[src/rtl/onehot_rr_arbiter.sv]
// Round-robin arbiter with a registered one-hot grant, bounded hold time and
// bubble-free handoff between owners.
module onehot_rr_arbiter #(
    parameter int N        = 4,
    parameter int MAX_HOLD = 8,
    parameter int IDXW     = $clog2(N)
) (
    input  logic            clk,
    input  logic            rst_n,
    input  logic            en,
    input  logic [N-1:0]    req,
    output logic [N-1:0]    gnt,
    output logic            gnt_valid,
    output logic [IDXW-1:0] gnt_idx,
    output logic            expired
);
    localparam int HW = $clog2(MAX_HOLD + 1);

    typedef enum logic {IDLE, GRANT} state_t;

    state_t          state_q, state_d;
    logic [N-1:0]    gnt_q, gnt_d;
    logic [IDXW-1:0] idx_q, idx_d;
    logic [IDXW-1:0] ptr_q, ptr_d;
    logic [HW-1:0]   hold_q, hold_d;
    logic            exp_q, exp_d;

    logic            do_grant;
    logic            go_idle;
    logic [IDXW-1:0] win;
    logic [N-1:0]    req_others;

    function automatic logic [IDXW-1:0] next_idx(input logic [IDXW-1:0] k);
        return (k == IDXW'(N - 1)) ? '0 : k + 1'b1;
    endfunction

    // First set bit of r, searching circularly upward from start.
    function automatic logic [IDXW-1:0] pick(input logic [N-1:0] r, input logic [IDXW-1:0] start);
        logic [IDXW-1:0] res;
        logic            found;
        int              pos;
        res   = '0;
        found = 1'b0;
        for (int o = 0; o < N; o++) begin
            pos = int'(start) + o;
            if (pos >= N) pos = pos - N;
            if (!found && r[pos]) begin
                found = 1'b1;
                res   = IDXW'(pos);
            end
        end
        return res;
    endfunction

    // NOTE: every variable driven here gets a default first so no latch is inferred.
    always_comb begin
        state_d    = state_q;
        gnt_d      = gnt_q;
        idx_d      = idx_q;
        ptr_d      = ptr_q;
        hold_d     = hold_q;
        exp_d      = 1'b0;
        do_grant   = 1'b0;
        go_idle    = 1'b0;
        win        = '0;
        req_others = req & ~gnt_q;

        case (state_q)
            IDLE: begin
                if (en && |req) begin
                    do_grant = 1'b1;
                    win      = pick(req, ptr_q);
                end
            end
            GRANT: begin
                if (!req[idx_q]) begin
                    // Release wins over a coincident expiry.
                    if (en && |req_others) begin
                        do_grant = 1'b1;
                        win      = pick(req_others, next_idx(idx_q));
                    end else begin
                        go_idle = 1'b1;
                    end
                end else if (|req_others) begin
                    if (hold_q == HW'(MAX_HOLD)) begin
                        if (en) begin
                            do_grant = 1'b1;
                            win      = pick(req_others, next_idx(idx_q));
                            exp_d    = 1'b1;
                        end else begin
                            go_idle = 1'b1;
                        end
                    end else begin
                        hold_d = hold_q + 1'b1;
                    end
                end else if (hold_q != HW'(MAX_HOLD)) begin
                    hold_d = hold_q + 1'b1;
                end
            end
            default: go_idle = 1'b1;
        endcase

        if (do_grant) begin
            gnt_d      = '0;
            gnt_d[win] = 1'b1;
            idx_d      = win;
            ptr_d      = next_idx(win);
            hold_d     = HW'(1);
            state_d    = GRANT;
        end else if (go_idle) begin
            gnt_d   = '0;
            idx_d   = '0;
            state_d = IDLE;
        end
    end

    // NOTE: sequential state uses non-blocking assignments so every register
    // samples the pre-edge values of the others.
    always_ff @(posedge clk) begin
        if (!rst_n) begin
            state_q <= IDLE;
            gnt_q   <= '0;
            idx_q   <= '0;
            ptr_q   <= '0;
            hold_q  <= '0;
            exp_q   <= 1'b0;
        end else begin
            state_q <= state_d;
            gnt_q   <= gnt_d;
            idx_q   <= idx_d;
            ptr_q   <= ptr_d;
            hold_q  <= hold_d;
            exp_q   <= exp_d;
        end
    end

    assign gnt       = gnt_q;
    assign gnt_valid = (state_q == GRANT);
    assign gnt_idx   = idx_q;
    assign expired   = exp_q;
endmodule

[config.mk]
export PLATFORM = sky130hd
export DESIGN_NAME = onehot_rr_arbiter
export DESIGN_NICKNAME = d
export VERILOG_FILES = /design/src/rtl/onehot_rr_arbiter.sv
export SDC_FILE = /design/constraint.sdc
export NUM_CORES = 1
export LEC_CHECK = 0
export CAP_MARGIN = 0
export CORE_UTILIZATION = 47
export CTS_CLUSTER_SIZE = 12
export DETAILED_ROUTE_END_ITERATION = 8
export PLACE_DENSITY_LB_ADDON = 0.08
export SYNTH_ARGS = -nofsm -noshare
export SYNTH_HDL_FRONTEND = slang
export SYNTH_SLANG_ARGS = --single-unit
export TNS_END_PERCENT = 30
[constraint.sdc]
create_clock -name clk -period 2.5 [get_ports clk]
set_clock_uncertainty 0.15 [all_clocks]
set_input_delay 0.25 -clock clk [delete_from_list [all_inputs] [get_ports clk]]
set_output_delay 0.25 -clock clk [all_outputs]
set_load 0.02 [all_outputs]
==> flow_metrics.env <==
export IMPL_yosysSeqAreaShare_pct=29.2
export IMPL_r2r_end="gnt[1]"
export IMPL_place_congestion=0.867
export IMPL_initial_utilization_pct=52.6
export IMPL_drc=0
export IMPL_worst_pin_slew_ps=481
export IMPL_synth_fp_nets=119
export IMPL_grt_setup_unrepaired="no"
export IMPL_wl_per_cell_um=13.8
export IMPL_dp_cells=161
export IMPL_cts_sinks=14
export IMPL_wl_um=2280
export IMPL_crit_required_ps=2520
export IMPL_grt_pass1_wl_um=3700
export IMPL_cts_hold_buffers=0
export IMPL_grt_overflow=0
export IMPL_start_kind="primary input"
export IMPL_power_density_nw_per_um2=476
export IMPL_syn_to_final_growth_pct=35.8
export IMPL_path_clk_slew_ps=90
export IMPL_synth_cells=105
export IMPL_io_pins=15
export IMPL_hold_viol=0
export IMPL_io_buffers=14
export IMPL_vias=910
export IMPL_ant_nets=0
export IMPL_synth_area_leaders="dfxtp_1 29%, ha_1 9.1%, a32o_1 4.2%"
export IMPL_finalCriticalPeriod_ps=2390
export IMPL_fp_dieW_um=47.2
export IMPL_diodes=0
export IMPL_antenna_found_initial=0
export IMPL_yosys_area_top_type="dfxtp_1"
export IMPL_synth_top_family_by_area="compound AO/OA/AOI/OAI gates"
export IMPL_setup_viol=0
export IMPL_period_share_pct=95.8
export IMPL_outcome="complete, no violations"
export IMPL_drt_first_iter_violations=6
export IMPL_cp_startpoint="req[3]"
export IMPL_final_cell_mix="21 x buf_4, 14 x clkdlybuf4s50_1, 13 x dfxtp_1"
export IMPL_arrival_ps=2410
export IMPL_max_freq_mhz=418
export IMPL_final_common_cell="buf_4"
export IMPL_finalMaxSlewViolations=0
export IMPL_die_h_um=47.2
export IMPL_power_leakage_nw=0.539
export IMPL_cts_resized=0
export IMPL_fin_cells=165
export IMPL_final_nets=155
export IMPL_synth_simple_area_share_pct=23.9
export IMPL_rrSetupSlack_ps=150
export IMPL_synthXorXnorAreaFrac_pct=1.83
export IMPL_r2r_start="gnt_idx[0]"
export IMPL_cts_max_path_buffers=2
export IMPL_final_layout_size_suffix_gt1_share_pct=26.4
export IMPL_hp_start="hold_q[1]"
export IMPL_min_path_type="reg -> reg"
export IMPL_gr_usage_all_layers_pct=23.9
export IMPL_async_flop_share_pct=0
export IMPL_postCtsSetupBuffers=0
export IMPL_netlist_area_leader_share_pct=29.2
export IMPL_first_pass_iters=4
export IMPL_synth_seq_cells=14
export IMPL_synth_area_mux_share_pct=4.44
export IMPL_synthAdderAreaFrac_pct=9.14
export IMPL_setup_worst_path_class="in -> reg"
export IMPL_rows=15
export IMPL_grt_pass1_vias=890
export IMPL_clk_latency_ps=280
export IMPL_hold_ws_ps=405
export IMPL_end_kind="flip-flop"
export IMPL_ys_warn_count=0
export IMPL_cts_tree="done"
export IMPL_clockRootBuffer="clkbuf_4"
export IMPL_ys_dominant_reg_cell="dfxtp_1"
export IMPL_dp_hpwl_um=1800
export IMPL_crit_end="gnt[1]"
export IMPL_core_area_sq_um=1820
export IMPL_hold_depth=2
export IMPL_die_area_sq_um=2220
export IMPL_synth_compound_area_share_pct=26.6
export IMPL_synth_distinct_cells=40
export IMPL_via_per_inst=5.52
export IMPL_relSlewSlack_pct=67.8
export IMPL_crit_path_max_fanout=4
export IMPL_htree_num_levels=1
export IMPL_grt_max_degree=15
export IMPL_synth_edf_count=0
export IMPL_syn_area_sq_um=958
export IMPL_avgSynthCellArea_sq_um=9.13
export IMPL_cts_made_buffers=3
export IMPL_ir_worst_vdd_mv=0.308
export IMPL_ff2ff_path_depth=8
export IMPL_drv_cap=0
logic make-up (layout without fill, tap and decap cells):
| family | after synthesis | count (layout) |
|---|---|---|
| flops | 14 | 14 |
| mux | 3 | 3 |
| compound gates | 28 | 28 |
| fa+ha+maj | 7 | 7 |
| buf+inv | 10 | 45 |
| simple gates | 41 | 41 |
| xor+xnor | 2 | 2 |
worst min-delay path by stage:
stage,slack [ps],to
5_1_grt,440,gnt[1]
2_1_floorplan,250,expired
3_3_place_gp,380,hold_q[3]
6_report,410,hold_q[1]
4_1_cts,410,hold_q[1]
3_5_place_dp,380,gnt[1]
worst max-delay path, cell delays in order:
cell	delay, ps
clkdlybuf4s50_1	430
mux4_2	520
nand2_1	100
nand4_1	140
o41ai_2	360
buf_4	180
inv_1	50
ha_1	170
a32o_1	200
sequential cells by signal, indices dropped and copies added (netlist names):
register and flops:
expired 1, gnt 4, gnt_idx 2, gnt_valid 1, hold_q 4, ptr_q 2
area by class of cell:
cell class | count | area [sq um]
Clock buffer | 4 | 36.3
Tap cell | 25 | 31.3
Multi-Input combinational cell | 81 | 632
Sequential cell | 14 | 282
Inverter | 6 | 22.5
Timing Repair Buffer | 35 | 298
Fill cell | 155 | 519
cell usage after synthesis (3+ instances only):
cell	count
inv_1	5
a32o_1	4
nand3_1	3
nand2_1	9
nand2b_1	3
o21a_1	4
ha_1	7
o221ai_1	3
a21oi_1	5
nor2_1	9
nor2b_1	4
dfxtp_1	14
routing by layer:
metal,wire [um],track usage (%)
met5,0,0
met4,46,12.0
met3,36,3.46
met2,1050,39.4
met1,1150,30.5
stage by stage:
stage	util, %	TNS, ps	power, mW	cell area [sq um]	worst slack, ps
after CTS	71.5	0	0.627	1300	118
after detailed placement	69.5	-765	0.462	1260	-167
final	71.5	0	0.620	1300	106
after global routing	71.5	0	0.656	1300	15.8
after global placement	69.5	-544	0.457	1260	-134
after floorplan	-	0	0.371	960	88.5
power breakdown:
part	leakage (nW)	switching (mW)	internal (mW)
registers	0.115	0.0157	0.237
logic	0.403	0.0962	0.109
clock network	0.0210	0.0730	0.0884
total	0.539	0.185	0.435
Power figures use the tool's default switching activity.
